File: src/rtl/uram_sched_pkg.sv
// -----------------------------------------------------------------------------
// uram_sched_pkg
//   Shared types and constants for the URAM port scheduler.
//   - sched_state_t : scheduler FSM state (zero-fill, then normal operation)
//   - grant_src_t   : which requester owns a bank port in the current cycle
//   - FILL_VALUE    : bit value replicated across a word during zero-fill
//   - PERF_WIDTH    : width of the host stall performance counter
// -----------------------------------------------------------------------------
package uram_sched_pkg;

   typedef enum logic [0:0] {
      INIT = 1'b0,
      RUN  = 1'b1
   } sched_state_t;

   // Port ownership per cycle. The muxes in the top are driven from this,
   // so it doubles as a convenient debug probe.
   typedef enum logic [1:0] {
      SRC_NONE = 2'd0,
      SRC_FILL = 2'd1,
      SRC_CORE = 2'd2,
      SRC_HOST = 2'd3
   } grant_src_t;

   localparam logic FILL_VALUE = '0;
   localparam int   PERF_WIDTH = 32;

endpackage : uram_sched_pkg

File: src/rtl/uram_rsp_hold.sv
// -----------------------------------------------------------------------------
// uram_rsp_hold
//   Host read response path. A read accepted in cycle N returns the bank
//   output directly in N+1; if the host is not ready in N+1, the word is
//   captured and replayed until the host consumes it.
// Ports:
//   clock, reset : clock, asynchronous active-high reset
//   issue        : host read accepted this cycle
//   mem_dout     : bank read data (valid the cycle after issue)
//   rready       : host consumes the response this cycle
//   rvalid       : response valid
//   rdata        : response data (0 when no response is valid)
// -----------------------------------------------------------------------------
module uram_rsp_hold #(
   parameter int DATA_WIDTH = 64
) (
   input  logic                  clock,
   input  logic                  reset,
   input  logic                  issue,
   input  logic [DATA_WIDTH-1:0] mem_dout,
   input  logic                  rready,
   output logic                  rvalid,
   output logic [DATA_WIDTH-1:0] rdata
);

   logic                  inflight_q, inflight_d;
   logic                  held_q, held_d;
   logic [DATA_WIDTH-1:0] hold_data_q, hold_data_d;

   // inflight and held are mutually exclusive: a new read is only issued
   // when no response is pending or the pending one is consumed now.
   always_comb begin
      inflight_d  = issue;
      held_d      = held_q;
      hold_data_d = hold_data_q;
      if (inflight_q && !rready) begin
         held_d      = 1'b1;
         hold_data_d = mem_dout;
      end else if (held_q && rready) begin
         held_d = 1'b0;
      end
   end

   // NOTE: sequential state is updated with non-blocking assignments so every
   // flop samples the pre-edge values regardless of block ordering.
   always_ff @(posedge clock or posedge reset) begin
      if (reset) begin
         inflight_q <= 1'b0;
         held_q     <= 1'b0;
      end else begin
         inflight_q <= inflight_d;
         held_q     <= held_d;
      end
   end

   // NOTE: the data register has no reset; it is only observed while held_q
   // is set, so clearing it would buy nothing but reset fan-out.
   always_ff @(posedge clock) begin
      hold_data_q <= hold_data_d;
   end

   assign rvalid = inflight_q | held_q;
   assign rdata  = held_q     ? hold_data_q :
                   inflight_q ? mem_dout    : '0;

endmodule : uram_rsp_hold

File: src/rtl/uram_port_scheduler.sv
// -----------------------------------------------------------------------------
// uram_port_scheduler
//   Shares one simple-dual-port URAM bank (1 write port, 1 read port,
//   1-cycle registered read, read-first) between a core pipeline (fixed
//   priority, no backpressure) and a host port (valid/ready). After reset
//   the whole bank is zero-filled before any access is granted.
//
// Optional build macro:
//   URAM_SCHED_PERF_EN : when defined, host_stall_cycles counts RUN cycles
//                        with host_valid & !host_ready (saturating). When
//                        undefined, host_stall_cycles is tied to 0.
//
// Ports:
//   clock, reset          : clock, asynchronous active-high reset
//   init_done             : zero-fill complete
//   core_ren/raddr        : core read request; core_rvalid/core_rdata return
//                           one cycle later with no hold
//   core_wen/waddr/wdata  : core write request
//   host_valid/ready/we/addr/wdata : host request channel (we=1 write)
//   host_rvalid/rready/rdata       : host read response channel
//   mem_wen/waddr/din     : bank write port
//   mem_raddr/mem_dout    : bank read port (dout valid 1 cycle after raddr)
//   host_stall_cycles     : host stall performance counter
// -----------------------------------------------------------------------------
module uram_port_scheduler
   import uram_sched_pkg::*;
#(
   parameter int DATA_WIDTH    = 64,
   parameter int ADDRESS_WIDTH = 12
) (
   input  logic                     clock,
   input  logic                     reset,
   output logic                     init_done,
   input  logic                     core_ren,
   input  logic [ADDRESS_WIDTH-1:0] core_raddr,
   output logic                     core_rvalid,
   output logic [DATA_WIDTH-1:0]    core_rdata,
   input  logic                     core_wen,
   input  logic [ADDRESS_WIDTH-1:0] core_waddr,
   input  logic [DATA_WIDTH-1:0]    core_wdata,
   input  logic                     host_valid,
   output logic                     host_ready,
   input  logic                     host_we,
   input  logic [ADDRESS_WIDTH-1:0] host_addr,
   input  logic [DATA_WIDTH-1:0]    host_wdata,
   output logic                     host_rvalid,
   input  logic                     host_rready,
   output logic [DATA_WIDTH-1:0]    host_rdata,
   output logic                     mem_wen,
   output logic [ADDRESS_WIDTH-1:0] mem_waddr,
   output logic [DATA_WIDTH-1:0]    mem_din,
   output logic [ADDRESS_WIDTH-1:0] mem_raddr,
   input  logic [DATA_WIDTH-1:0]    mem_dout,
   output logic [PERF_WIDTH-1:0]    host_stall_cycles
);

   localparam logic [ADDRESS_WIDTH-1:0] LAST_ADDR = '1;

   sched_state_t             state_q, state_d;
   logic [ADDRESS_WIDTH-1:0] fill_q, fill_d;
   logic                     init_done_q, init_done_d;
   logic                     core_rvalid_q, core_rvalid_d;
   logic                     host_wr_acc, host_rd_acc;
   logic                     rsp_valid;
   grant_src_t               wr_src, rd_src;

   // ---------------------------------------------------------------- FSM
   always_comb begin
      state_d       = state_q;
      fill_d        = fill_q;
      init_done_d   = init_done_q;
      core_rvalid_d = core_ren && (state_q == RUN);
      case (state_q)
         INIT: begin
            // Counter wraps back to 0 on the last address, leaving it clean.
            fill_d = fill_q + ADDRESS_WIDTH'(1);
            if (fill_q == LAST_ADDR) begin
               state_d     = RUN;
               init_done_d = 1'b1;
            end
         end
         RUN: begin
            state_d = RUN;
         end
      endcase
   end

   always_ff @(posedge clock or posedge reset) begin
      if (reset) begin
         state_q       <= INIT;
         fill_q        <= '0;
         init_done_q   <= 1'b0;
         core_rvalid_q <= 1'b0;
      end else begin
         state_q       <= state_d;
         fill_q        <= fill_d;
         init_done_q   <= init_done_d;
         core_rvalid_q <= core_rvalid_d;
      end
   end

   // ------------------------------------------------------- host accept
   // rsp_valid comes from flops, so host_ready has no path back onto itself.
   always_comb begin
      host_wr_acc = 1'b0;
      host_rd_acc = 1'b0;
      if (state_q == RUN) begin
         host_wr_acc = host_valid && host_we && !core_wen;
         host_rd_acc = host_valid && !host_we && !core_ren &&
                       (!rsp_valid || host_rready);
      end
   end

   assign host_ready = host_wr_acc | host_rd_acc;

   // ------------------------------------------------ port ownership / mux
   always_comb begin
      wr_src = SRC_NONE;
      rd_src = SRC_NONE;
      if (state_q == INIT) begin
         wr_src = SRC_FILL;
         rd_src = SRC_FILL;
      end else begin
         if (core_wen)         wr_src = SRC_CORE;
         else if (host_wr_acc) wr_src = SRC_HOST;
         if (core_ren)         rd_src = SRC_CORE;
         else if (host_rd_acc) rd_src = SRC_HOST;
      end
   end

   // NOTE: every output of this block gets a default before the case, so an
   // unlisted path can never hold a stale value and infer a latch.
   always_comb begin
      mem_wen   = 1'b0;
      mem_waddr = '0;
      mem_din   = '0;
      mem_raddr = '0;
      unique case (wr_src)
         SRC_NONE: ;
         SRC_FILL: begin
            mem_wen   = 1'b1;
            mem_waddr = fill_q;
            mem_din   = {DATA_WIDTH{FILL_VALUE}};
         end
         SRC_CORE: begin
            mem_wen   = 1'b1;
            mem_waddr = core_waddr;
            mem_din   = core_wdata;
         end
         SRC_HOST: begin
            mem_wen   = 1'b1;
            mem_waddr = host_addr;
            mem_din   = host_wdata;
         end
      endcase
      unique case (rd_src)
         SRC_NONE, SRC_FILL: ;
         SRC_CORE: mem_raddr = core_raddr;
         SRC_HOST: mem_raddr = host_addr;
      endcase
   end

   // ------------------------------------------------------ read returns
   assign init_done   = init_done_q;
   assign core_rvalid = core_rvalid_q;
   assign core_rdata  = core_rvalid_q ? mem_dout : '0;

   uram_rsp_hold #(
      .DATA_WIDTH(DATA_WIDTH)
   ) u_rsp_hold (
      .clock    (clock),
      .reset    (reset),
      .issue    (host_rd_acc),
      .mem_dout (mem_dout),
      .rready   (host_rready),
      .rvalid   (rsp_valid),
      .rdata    (host_rdata)
   );

   assign host_rvalid = rsp_valid;

   // ---------------------------------------------- host stall counter
`ifdef URAM_SCHED_PERF_EN
   logic [PERF_WIDTH-1:0] stall_q, stall_d;

   always_comb begin
      stall_d = stall_q;
      if ((state_q == RUN) && host_valid && !host_ready && (stall_q != '1)) begin
         stall_d = stall_q + PERF_WIDTH'(1);
      end
   end

   always_ff @(posedge clock or posedge reset) begin
      if (reset) stall_q <= '0;
      else       stall_q <= stall_d;
   end

   assign host_stall_cycles = stall_q;
`else
   assign host_stall_cycles = '0;
`endif

endmodule : uram_port_scheduler

File: config.mk
export PLATFORM = sky130hd
export DESIGN_NAME = uram_port_scheduler
export DESIGN_NICKNAME = d
export VERILOG_FILES = /design/src/rtl/uram_sched_pkg.sv /design/src/rtl/uram_rsp_hold.sv /design/src/rtl/uram_port_scheduler.sv
export SDC_FILE = /design/constraint.sdc
export NUM_CORES = 1
export LEC_CHECK = 0
export ABC_AREA = 1
export CORE_AREA = 3 3 190 192
export DETAILED_ROUTE_END_ITERATION = 10
export DIE_AREA = 0 0 193 195
export PLACE_DENSITY = 0.55
export SETUP_SLACK_MARGIN = 0.02
export SLEW_MARGIN = 20
export SYNTH_ARGS = -nofsm -noshare
export SYNTH_HDL_FRONTEND = slang
export SYNTH_SLANG_ARGS = --single-unit
export TNS_END_PERCENT = 30
File: constraint.sdc
create_clock -name clock -period 6.97 [get_ports clock]
set_input_delay 1.394 -clock clock [delete_from_list [all_inputs] [get_ports clock]]
set_output_delay 1.394 -clock clock [all_outputs]
set_load 0.03 [all_outputs]
After elaboration in Yosys (flattened, before gate mapping):

Index checks and enable logic that the tools add are counted.

* add/subtract/negate cells: 1
* equality and inequality tests: 6
* multiplexer cells: 19
* bitwise gates (word level): 3
* reduce and logical (&&, ||, !) cells: 17

Operators with widths (count)
* $mux 64: 3
* $pmux 64 s2: 1
* $pmux 12 s3: 1
* $pmux 12 s2: 1
* $add 12x1->12 const B: 1
* $eq 12x12->1 const B: 1
* $mux 2: 6
* $eq 2x2->1 const B: 4
* $logic_and 1x1->1: 8
* $mux 1: 6
* $logic_not 1->1: 5
* $reduce_or 3->1: 1
* $eq 2x1->1 const B: 1
* $or 1x1->1: 2
* $pmux 1 s2: 1
* $reduce_and 2->1: 1
* $reduce_bool 2->1: 1
* $logic_or 1x1->1: 1
* $not 1->1: 1

* register bits: 81
* output and inout bits: 253
* word-level logic and storage cells: 53

Depth between registers and ports, before layout:

Gate-level depths: netlist of run 1.

* word-level depth: 10
* mapped depth: 8
* mapped depth without buffers: 7

Modules after synthesis:

Synthesis of run 1 repeated with hierarchy kept, for this count alone.

* cells, all modules: 715
* area total of the unflattened synthesis: 5496.5 µm²

By module, submodules not included
* uram_rsp_hold: instances 1, cells an instance 285, area each 2925.3 µm², sequential area each 1971.9 µm²
* uram_port_scheduler: instances 1, cells an instance 430, area each 2571.2 µm², sequential area each 375.4 µm²

Worst setup path before layout of run 1:

No wires, ideal clock.

* path type: in2reg
* start: input port host_rready
* end: register u_rsp_hold.hold_data_q[0], enable pin
* library setup time: 0.488 ns
* arrival: 4.063 ns
* data required time: 6.482 ns
* setup slack: 2.419 ns
* cell stages on the path: 1
* cell sequence: nor2_1

* cells in the longest elaborated chain, start to end: 2

RTL lines
* from (decl): line uram_port_scheduler.sv:47 `input logic host_rready,`
* $logic_not 1->1: line uram_rsp_hold.sv:36 `if (inflight_q && !rready) begin`
* $logic_and 1x1->1: line uram_rsp_hold.sv:36
* to (signal assigned): line uram_rsp_hold.sv:59 `hold_data_q <= hold_data_d;`
* to (decl): line uram_rsp_hold.sv:28 `logic [DATA_WIDTH-1:0] hold_data_q, hold_data_d;`

Every way passes these cells.
A chain may end at the register's enable or synchronous reset.

Final worst setup path of run 1:

* start: input port core_wen
* end: output port mem_din[27]

* cells in the longest elaborated chain, start to end: 8
* elaborated cells on any way between the ends: 9
* those cells by class: eq/ne (2); mux (5); reduce/logical (2)

RTL lines
* from (decl): line uram_port_scheduler.sv:38 `input logic core_wen,`
* $logic_not 1->1: line uram_port_scheduler.sv:108 `host_wr_acc = host_valid && host_we && !core_wen;`
* $logic_and 1x1->1: line uram_port_scheduler.sv:108
* $mux 1: line uram_port_scheduler.sv:107 `if (state_q == RUN) begin`
* $mux 2: line uram_port_scheduler.sv:125 `else if (host_wr_acc) wr_src = SRC_HOST;`
* $mux 2 *: line uram_port_scheduler.sv:124 `if (core_wen) wr_src = SRC_CORE;`
* $mux 2 *: line uram_port_scheduler.sv:120 `if (state_q == INIT) begin`
* $eq 2x2->1: line uram_port_scheduler.sv:138 `unique case (wr_src)`
* $pmux 64 s2 *: line uram_port_scheduler.sv:138
* to (decl): line uram_port_scheduler.sv:51 `output logic [DATA_WIDTH-1:0] mem_din,`

Mark *: on every way between the ends. The rest lies on a longest branch, timed or not.

==> impl_metrics.py, run 1 <==
metrics = {
    "status": {
        "status": "finished, final reports clean",
    },
    "cts": {
        "clk_pin_slew_worst_paths_ns": 0.06,
        "clockBufferDepth": 2,
        "cts_htree_levels": 3,
        "cts.sinks": 81,
        "cts_made_buffers": 9,
        "cts_tree": "yes",
        "insertion_delay_ns": 0.34,
        "holdBufCountCts": 0,
        "postCtsSetupRepairBufs": 0,
        "clockRootBuffer": "clkbuf_16",
        "ctsResizeCount": 0,
    },
    "routing": {
        "wl_per_cell_um": 16.9,
        "vias_per_cell": 3.88,
        "dr.pass1.iters": 5,
        "postRouteAntennaNets": 0,
        "dr_total_vias": 6695,
        "totalWireLength_um": 29100,
        "drc_errors": 0,
        "drt_iter0_markers": 319,
    },
    "worst_setup_path": {
        "cpMostUsedCell": "nand2_1",
        "critPathKind": "in -> out",
        "worstPathMaxFanout": 48,
        "cp-end-kind": "primary output",
        "slowest_delay_ns": 0.68,
        "r2r_slack_ns": 4.67,
        "cp.required_ns": 5.58,
        "worst_path_dominant_cell_family": "buffers and inverters",
        "rr_startpoint": "u_rsp_hold.inflight_q$_DFF_PP0_",
        "arrival_ns": 3.85,
        "rr_worst_depth": 4,
        "crit_buf_inv": 4,
        "regToRegEndpoint": "u_rsp_hold.hold_data_q[36]$_DFFE_PP_",
        "start_kind": "input pin",
        "critPathSlowestCell": "clkdlybuf4s50_1",
        "crit_chain": "clkdlybuf4s50_1, nand2_1, inv_2, buf_4, nand2_1, nand2_1, clkdlybuf4s50_1",
    },
    "power": {
        "peakVddDrop_uv": 86.9,
        "p_per_area_nw_per_um2": 109,
        "total_leakage_power_nw": 4.90,
    },
    "global_routing": {
        "grt_start_max_net_pins": 66,
        "grt_pass1_wl_um": 41100,
        "overflow": 0,
        "grt_pass1_vias": 6411,
        "antenna_found_initial": 3,
        "grtUsageTotal_pct": 14.7,
    },
    "placed_design": {
        "dp_hpwl_um": 24400,
        "io_buffers": 455,
        "placed_area_um2": 10400,
        "gp_congestion": 0.890,
        "dpl_worst_slack_ns": 1.71,
    },
    "timing": {
        "clock_skew_ns": 0.00477,
        "rsz0062_at_grt": "no",
        "setup_tns_ns": 0,
        "period_share_pct": 75.3,
        "post-route-min-period_ns": 5.25,
        "slew_viol_final": 0,
        "slew_headroom_pct": 41.5,
        "fmax_mhz": 191,
        "setup_slack_ns": 1.72,
        "worstMarginPinSlew_ns": 0.872,
        "setup_violations": 0,
        "finalHoldViolCount": 0,
    },
    "cells_and_area": {
        "fin_area_um2": 10700,
        "mostFrequentLayoutCell": "nand2_1",
        "fill_cells": 3734,
        "nets": 1502,
        "layout-drive-gt1-share_pct": 2.44,
        "mostFrequentLayoutCells": "474 x nand2_1, 455 x clkdlybuf4s50_1, 89 x nand3_1, 86 x inv_1, 64 x edfxtp_1",
        "synthToLayoutAreaGrowth_pct": 92.6,
        "utilization_pct": 31.0,
        "num_antenna_cells": 0,
    },
    "synthesis": {
        "yosysUniqueCellTypes": 20,
        "ys_seq_elements": 81,
        "syn_area_um2": 5560,
        "synth_cells": 842,
        "yosysSeqAreaShare_pct": 42.3,
        "syn-mean-instance-area_um2": 6.60,
        "yosysWarnings": 0,
    },
    "floorplanning": {
        "rows": 68,
        "die_w_um": 193,
        "chipHeight_um": 195,
        "coreArea_um2": 34500,
        "io_pins": 488,
        "dieArea_um2": 37600,
        "start_util_pct": 16.1,
    },
    "worst_hold_path": {
        "min_path_cells": 2,
        "worstHoldStart": "init_done$_DFFE_PP0P_",
        "hold_class": "reg -> reg",
        "holdPathEnd": "init_done$_DFFE_PP0P_",
    },
    "job": {
        "cap_violations": 0,
    },
}
[state kept, by name, indices dropped and copies added, names as in the netlist]
signal                  cells
u_rsp_hold.hold_data_q     64
fill_q                     12
core_rvalid                 1
init_done                   1
state_q                     1
u_rsp_hold.held_q           1
u_rsp_hold.inflight_q       1
[worst register-to-register path, stage by stage, from the launching register on]
cell	delay, ns
dfrtp_2	0.33
buf_4	0.54
inv_1	0.22
nor2_4	0.11
buf_4	0.63
[routing by layer]
metal	global-route usage, %	routed length [µm]
met1	15.8	10600
met2	27.0	14900
met3	4.90	2880
met4	4.50	710
met5	0	46
[metrics by stage]
step / power, mW / cells / hold WS, ns
global placement: 0.716 / 1710 / 0.451
global route: 1.21 / 1725 / 0.488
CTS: 1.19 / 1725 / 0.467
detailed placement: 0.716 / 1710 / 0.451
finish: 1.16 / 1725 / 0.463
floorplan: 0.571 / 873 / 0.449
[cell usage after synthesis (all sizes together)]
master / instances / area [µm²]
buf: 50 / 334
clkbuf: 31 / 116
conb: 1 / 3.75
dfrtp: 17 / 425
edfxtp: 64 / 1920
ha: 1 / 12.5
inv: 89 / 334
nand2: 474 / 1780
nand3: 89 / 445
nand4: 3 / 18.8
nor2: 6 / 27.5
nor3: 4 / 30.0
o211ai: 6 / 45.0
xnor2: 2 / 17.5
xor2: 5 / 43.8
[cell families after synthesis]
family	synth area share (%)
buf+inv	14.1
xor+xnor	1.10
compound gates	0.811
simple gates	41.4
fa+ha+maj	0.225
other cells	0.0675
flops	42.3
[worst max path at each step]
stage,startpoint,cells past startpoint,slack [ns],endpoint
after floorplan,host_rready,1,2.42,u_rsp_hold.hold_data_q[0]$_DFFE_PP_
after global placement,core_wen,7,1.73,mem_din[27]
after detailed placement,core_wen,7,1.71,mem_din[27]
after CTS,core_wen,7,1.71,mem_din[27]
after global routing,core_wen,7,1.54,mem_waddr[0]
final,core_wen,7,1.72,mem_din[27]
[cell type report]
type                       count  area [µm²]  area share (%)
clock inverter                 5        47.5           0.444
tap                          455         569            5.32
multi-input combinational    622        2550            23.9
sequential                    81        2350            22.0
clock buffer                  10         229            2.14
timing repair buffer         463        4610            43.1
inverter                      89         334            3.12
[where the power goes]
group	internal, mW	switching, mW	total, mW
Clock	0.272	0.186	0.458
Sequential	0.522	0.00000000000000000197	0.522
Combinational	0.115	0.0673	0.183
Total	0.909	0.254	1.16
Power figures use the tool's default switching activity.
==> inputs of run 2 (changes only) <==
- CORE_AREA: 3 3 190 192 -> 3 3 191 193
- DIE_AREA: 0 0 193 195 -> 0 0 194 196
- PLACE_DENSITY: 0.55 -> 0.56
- clock period: 6.97 -> 4.3 ns (I/O delays scaled with it)
==> impl_metrics.py, run 2 (synthesis results as in run 1) <==
metrics = {
    "timing": {
        "period_share_pct": 86.7,
        "rsz0062_at_grt": "no",
        "slew_viol_final": 0,
        "worstMarginPinSlew_ns": 1.09,
        "slew_headroom_pct": 27.5,
        "fmax_mhz": 268,
        "post-route-min-period_ns": 3.73,
        "clock_skew_ns": 0.00698,
        "setup_violations": 0,
        "setup_tns_ns": 0,
        "finalHoldViolCount": 0,
    },
    "placed_design": {
        "dp.cells": 1713,
        "io_buffers": 455,
        "gp_congestion": 0.829,
        "dp_hpwl_um": 24000,
    },
    "cts": {
        "clockBufferDepth": 2,
        "cts.sinks": 81,
        "cts_tree": "yes",
        "ctsResizeCount": 0,
        "clockRootBuffer": "clkbuf_16",
        "insertion_delay_ns": 0.35,
        "cts_made_buffers": 9,
        "postCtsSetupRepairBufs": 0,
        "clk_pin_slew_worst_paths_ns": 0.06,
        "cts_htree_levels": 3,
        "holdBufCountCts": 0,
    },
    "power": {
        "power_mw": 1.94,
        "p_per_area_nw_per_um2": 175,
        "share_comb_of_total_power_pct": 14.8,
        "p_seq_share_pct": 43.6,
        "pwr-share-clk_pct": 41.6,
        "sw_frac_of_total_pct": 20.6,
        "total_leakage_power_nw": 5.11,
        "peakVddDrop_uv": 172,
        "power.internal_mw": 1.54,
        "p_sw_uw": 401,
    },
    "floorplanning": {
        "chipHeight_um": 196,
        "io_pins": 488,
        "rows": 68,
        "die_w_um": 194,
        "coreArea_um2": 34700,
        "dieArea_um2": 38000,
        "start_util_pct": 16.0,
    },
    "cells_and_area": {
        "nets": 1505,
        "reg_top3": "u_rsp_hold.hold_data_q (64), fill_q (12)",
        "regMostFlops": "u_rsp_hold.hold_data_q",
        "num_antenna_cells": 0,
        "mostFrequentLayoutCell": "nand2_1",
        "fin_cells": 1729,
        "layout-drive-gt1-share_pct": 5.73,
        "mostFrequentLayoutCells": "474 x nand2_1, 416 x clkdlybuf4s50_1, 89 x nand3_1, 86 x inv_1, 64 x edfxtp_1",
        "fill_cells": 3750,
        "synthToLayoutAreaGrowth_pct": 99.9,
        "largest_reg_flops": 64,
    },
    "routing": {
        "drc_errors": 0,
        "totalWireLength_um": 28400,
        "postRouteAntennaNets": 0,
        "dr.pass1.iters": 4,
        "wl_per_cell_um": 16.4,
        "vias_per_cell": 3.88,
        "dr_total_vias": 6700,
        "drt_iter0_markers": 255,
    },
    "worst_hold_path": {
        "min_path_cells": 2,
        "hold_class": "reg -> reg",
    },
    "worst_setup_path": {
        "rr_worst_depth": 5,
        "crit_chain": "clkdlybuf4s50_1, inv_1, nand2_1, nand2_1, nand2_1, clkdlybuf4s50_1",
        "critPathSlowestCell": "clkdlybuf4s50_1",
        "critPathKind": "in -> out",
        "cp.required_ns": 3.44,
        "worstPathMaxFanout": 14,
        "start_kind": "input pin",
        "slowest_delay_ns": 0.69,
        "cp-end-kind": "primary output",
        "arrival_ns": 2.87,
        "cpMostUsedCell": "nand2_1",
    },
    "global_routing": {
        "grtUsageTotal_pct": 14.1,
        "grt_start_max_net_pins": 65,
        "grt_pass1_vias": 6437,
        "grt_pass1_wl_um": 40700,
        "antenna_found_initial": 2,
        "overflow": 0,
    },
    "status": {
        "status": "finished, final reports clean",
    },
    "job": {
        "cap_violations": 0,
    },
}
run 2: layer usage:
metal | track usage, % | wire [µm]
met2 | 24.5 | 13900
met3 | 4.64 | 2550
met1 | 15.7 | 10700
met5 | 0 | 34
met4 | 6.68 | 1240
run 2: final timing paths:
check                                           endpoint  slack [ns]                   from
setup / recovery                              host_ready        0.57            host_rready
hold / removal                     init_done$_DFFE_PP0P_        0.47  init_done$_DFFE_PP0P_
setup reg to reg                   fill_q[7]$_DFFE_PP0N_        2.60      state_q$_DFF_PP0_
hold reg to reg                    init_done$_DFFE_PP0P_        0.47  init_done$_DFFE_PP0P_
max in group asynchronous  u_rsp_hold.held_q$_DFFE_PP0P_        2.92                  reset
min in group asynchronous          fill_q[4]$_DFFE_PP0N_        0.91                  reset
run 2: critical path, delay by kind of cell:
family,cells,cell delay (ns)
buf+inv,3,1.29
simple gates,3,0.72
run 2: final cells by class:
class	instances	area, µm²	area share (%)
flip-flops and latches	81	2350	21.2
multi-input cells	622	2550	23.0
inverters	89	334	3.01
clock buffers	13	240	2.16
clock inverters	3	65.1	0.586
well taps	455	569	5.13
repair buffers	466	4990	44.9
run 2: power by group through the flow:
stage          combinational, mW  sequential, mW  clock, mW
6_report                   0.287           0.846      0.809
5_1_grt                    0.303           0.845      0.874
4_1_cts                    0.289           0.846      0.845
3_5_place_dp               0.288           0.862          0
3_3_place_gp               0.289           0.862          0
2_1_floorplan             0.0628           0.862          0
run 2: through the flow:
stage	utilization (%)	setup WS [ns]	hold WS, ns	instance area (µm²)
floorplan	-	0.283	0.449	5670
global placement	31.1	0.576	0.453	10800
detailed placement	31.1	0.557	0.458	10800
CTS	32.0	0.552	0.473	11100
global route	32.0	0.399	0.504	11100
finish	32.0	0.572	0.473	11100
==> inputs of run 3 (changes only) <==
- PLACE_DENSITY: 0.56 -> default
==> impl_metrics.py, run 3 (synthesis results as in run 1) <==
metrics = {
    "cts": {
        "clockBufferDepth": 2,
        "clk_pin_slew_worst_paths_ns": 0.06,
        "cts_tree": "yes",
        "cts_made_buffers": 9,
        "holdBufCountCts": 0,
        "ctsResizeCount": 0,
        "insertion_delay_ns": 0.34,
        "clockRootBuffer": "clkbuf_16",
        "postCtsSetupRepairBufs": 0,
        "cts.sinks": 81,
        "cts_htree_levels": 3,
    },
    "timing": {
        "post-route-min-period_ns": 3.75,
        "setup_violations": 0,
        "setup_tns_ns": 0,
        "worstMarginPinSlew_ns": 0.853,
        "fmax_mhz": 266,
        "rsz0062_at_grt": "no",
        "finalHoldViolCount": 0,
        "slew_viol_final": 0,
        "slew_headroom_pct": 43.1,
        "clock_skew_ns": 0.00613,
        "period_share_pct": 87.3,
    },
    "placed_design": {
        "io_buffers": 455,
        "dp_hpwl_um": 23300,
        "dp.cells": 1714,
        "gp_congestion": 0.919,
    },
    "floorplanning": {
        "io_pins": 488,
        "rows": 68,
        "die_w_um": 194,
        "chipHeight_um": 196,
        "dieArea_um2": 38000,
        "start_util_pct": 16.0,
        "coreArea_um2": 34700,
    },
    "cells_and_area": {
        "regMostFlops": "u_rsp_hold.hold_data_q",
        "nets": 1506,
        "reg_top3": "u_rsp_hold.hold_data_q (64), fill_q (12)",
        "largest_reg_flops": 64,
        "mostFrequentLayoutCells": "474 x nand2_1, 415 x clkdlybuf4s50_1, 89 x nand3_1, 86 x inv_1, 64 x edfxtp_1",
        "mostFrequentLayoutCell": "nand2_1",
        "synthToLayoutAreaGrowth_pct": 99.8,
        "num_antenna_cells": 0,
        "layout-drive-gt1-share_pct": 5.96,
        "fin_cells": 1730,
    },
    "routing": {
        "drc_errors": 0,
        "postRouteAntennaNets": 0,
        "drt_iter0_markers": 258,
        "dr_total_vias": 6719,
        "dr.pass1.iters": 5,
        "vias_per_cell": 3.88,
        "totalWireLength_um": 27800,
        "wl_per_cell_um": 16.1,
    },
    "worst_setup_path": {
        "arrival_ns": 2.89,
        "start_kind": "input pin",
        "worstPathMaxFanout": 32,
        "rr_worst_depth": 5,
        "critPathKind": "in -> out",
        "cp-end-kind": "primary output",
        "cp.required_ns": 3.44,
    },
    "power": {
        "p_per_area_nw_per_um2": 169,
        "peakVddDrop_uv": 128,
        "total_leakage_power_nw": 5.11,
    },
    "job": {
        "cap_violations": 0,
    },
    "worst_hold_path": {
        "hold_class": "reg -> reg",
        "min_path_cells": 2,
    },
    "global_routing": {
        "antenna_found_initial": 3,
        "overflow": 0,
        "grt_pass1_vias": 6552,
        "grtUsageTotal_pct": 13.9,
        "grt_pass1_wl_um": 40700,
        "grt_start_max_net_pins": 65,
    },
    "status": {
        "status": "finished, final reports clean",
    },
}
==> run 3: final cells by class <==
| class | instances | area (µm²) |
|---|---|---|
| clock inverter | 2 | 11.3 |
| timing repair buffer | 467 | 5010 |
| sequential | 81 | 2350 |
| fill | 3686 | 23600 |
| clock buffer | 14 | 275 |
| tap | 455 | 569 |
| multi-input combinational | 622 | 2550 |
| inverter | 89 | 334 |
==> run 3: stage by stage <==
step           hold slack (ns)  setup WS (ns)  power, mW  area, µm²  util [%]
2_1_floorplan            0.449          0.283      0.925       5670         -
3_3_place_gp             0.449          0.593       1.16      10800      31.2
3_5_place_dp             0.468          0.549       1.16      10800      31.2
4_1_cts                  0.482          0.549       1.91      11100      32.0
5_1_grt                  0.507          0.428       1.96      11100      32.0
6_report                 0.483          0.546       1.88      11100      32.0
==> run 3: where the power goes <==
group	internal [mW]	switching [mW]
Combinational	0.187	0.106
Sequential	0.846	0.00000000000000000332
Clock	0.442	0.299
==> run 3: final timing paths <==
path	from	to	slack, ns
worst min-delay path	init_done$_DFFE_PP0P_	init_done$_DFFE_PP0P_	0.48
worst max-delay path	host_valid	mem_waddr[7]	0.55
max in group asynchronous	reset	u_rsp_hold.inflight_q$_DFF_PP0_	2.90
worst max register to register	state_q$_DFF_PP0_	fill_q[7]$_DFFE_PP0N_	2.70
worst min register to register	init_done$_DFFE_PP0P_	init_done$_DFFE_PP0P_	0.48
min in group asynchronous	reset	core_rvalid$_DFF_PP0_	0.93
==> run 3: worst max-delay path, stage by stage <==
cell and delay, ns:
clkdlybuf4s50_1 0.50, nand2_1 0.09, nor3_4 0.32, buf_12 0.24
nand2_1 0.07, o211ai_1 0.09, clkdlybuf4s50_1 0.70
==> run 3: routing by layer <==
layer  vias to the layer above  track usage, %  wire length (µm)  part of all wire, %
li1                       3373               -                 -                    -
met1                      2994            16.2             11200                   40
met2                       314            24.6             13800                   50
met3                        32            4.31              2310                  8.3
met4                         6            4.10               527                  1.9
met5                         -               0                41                 0.15
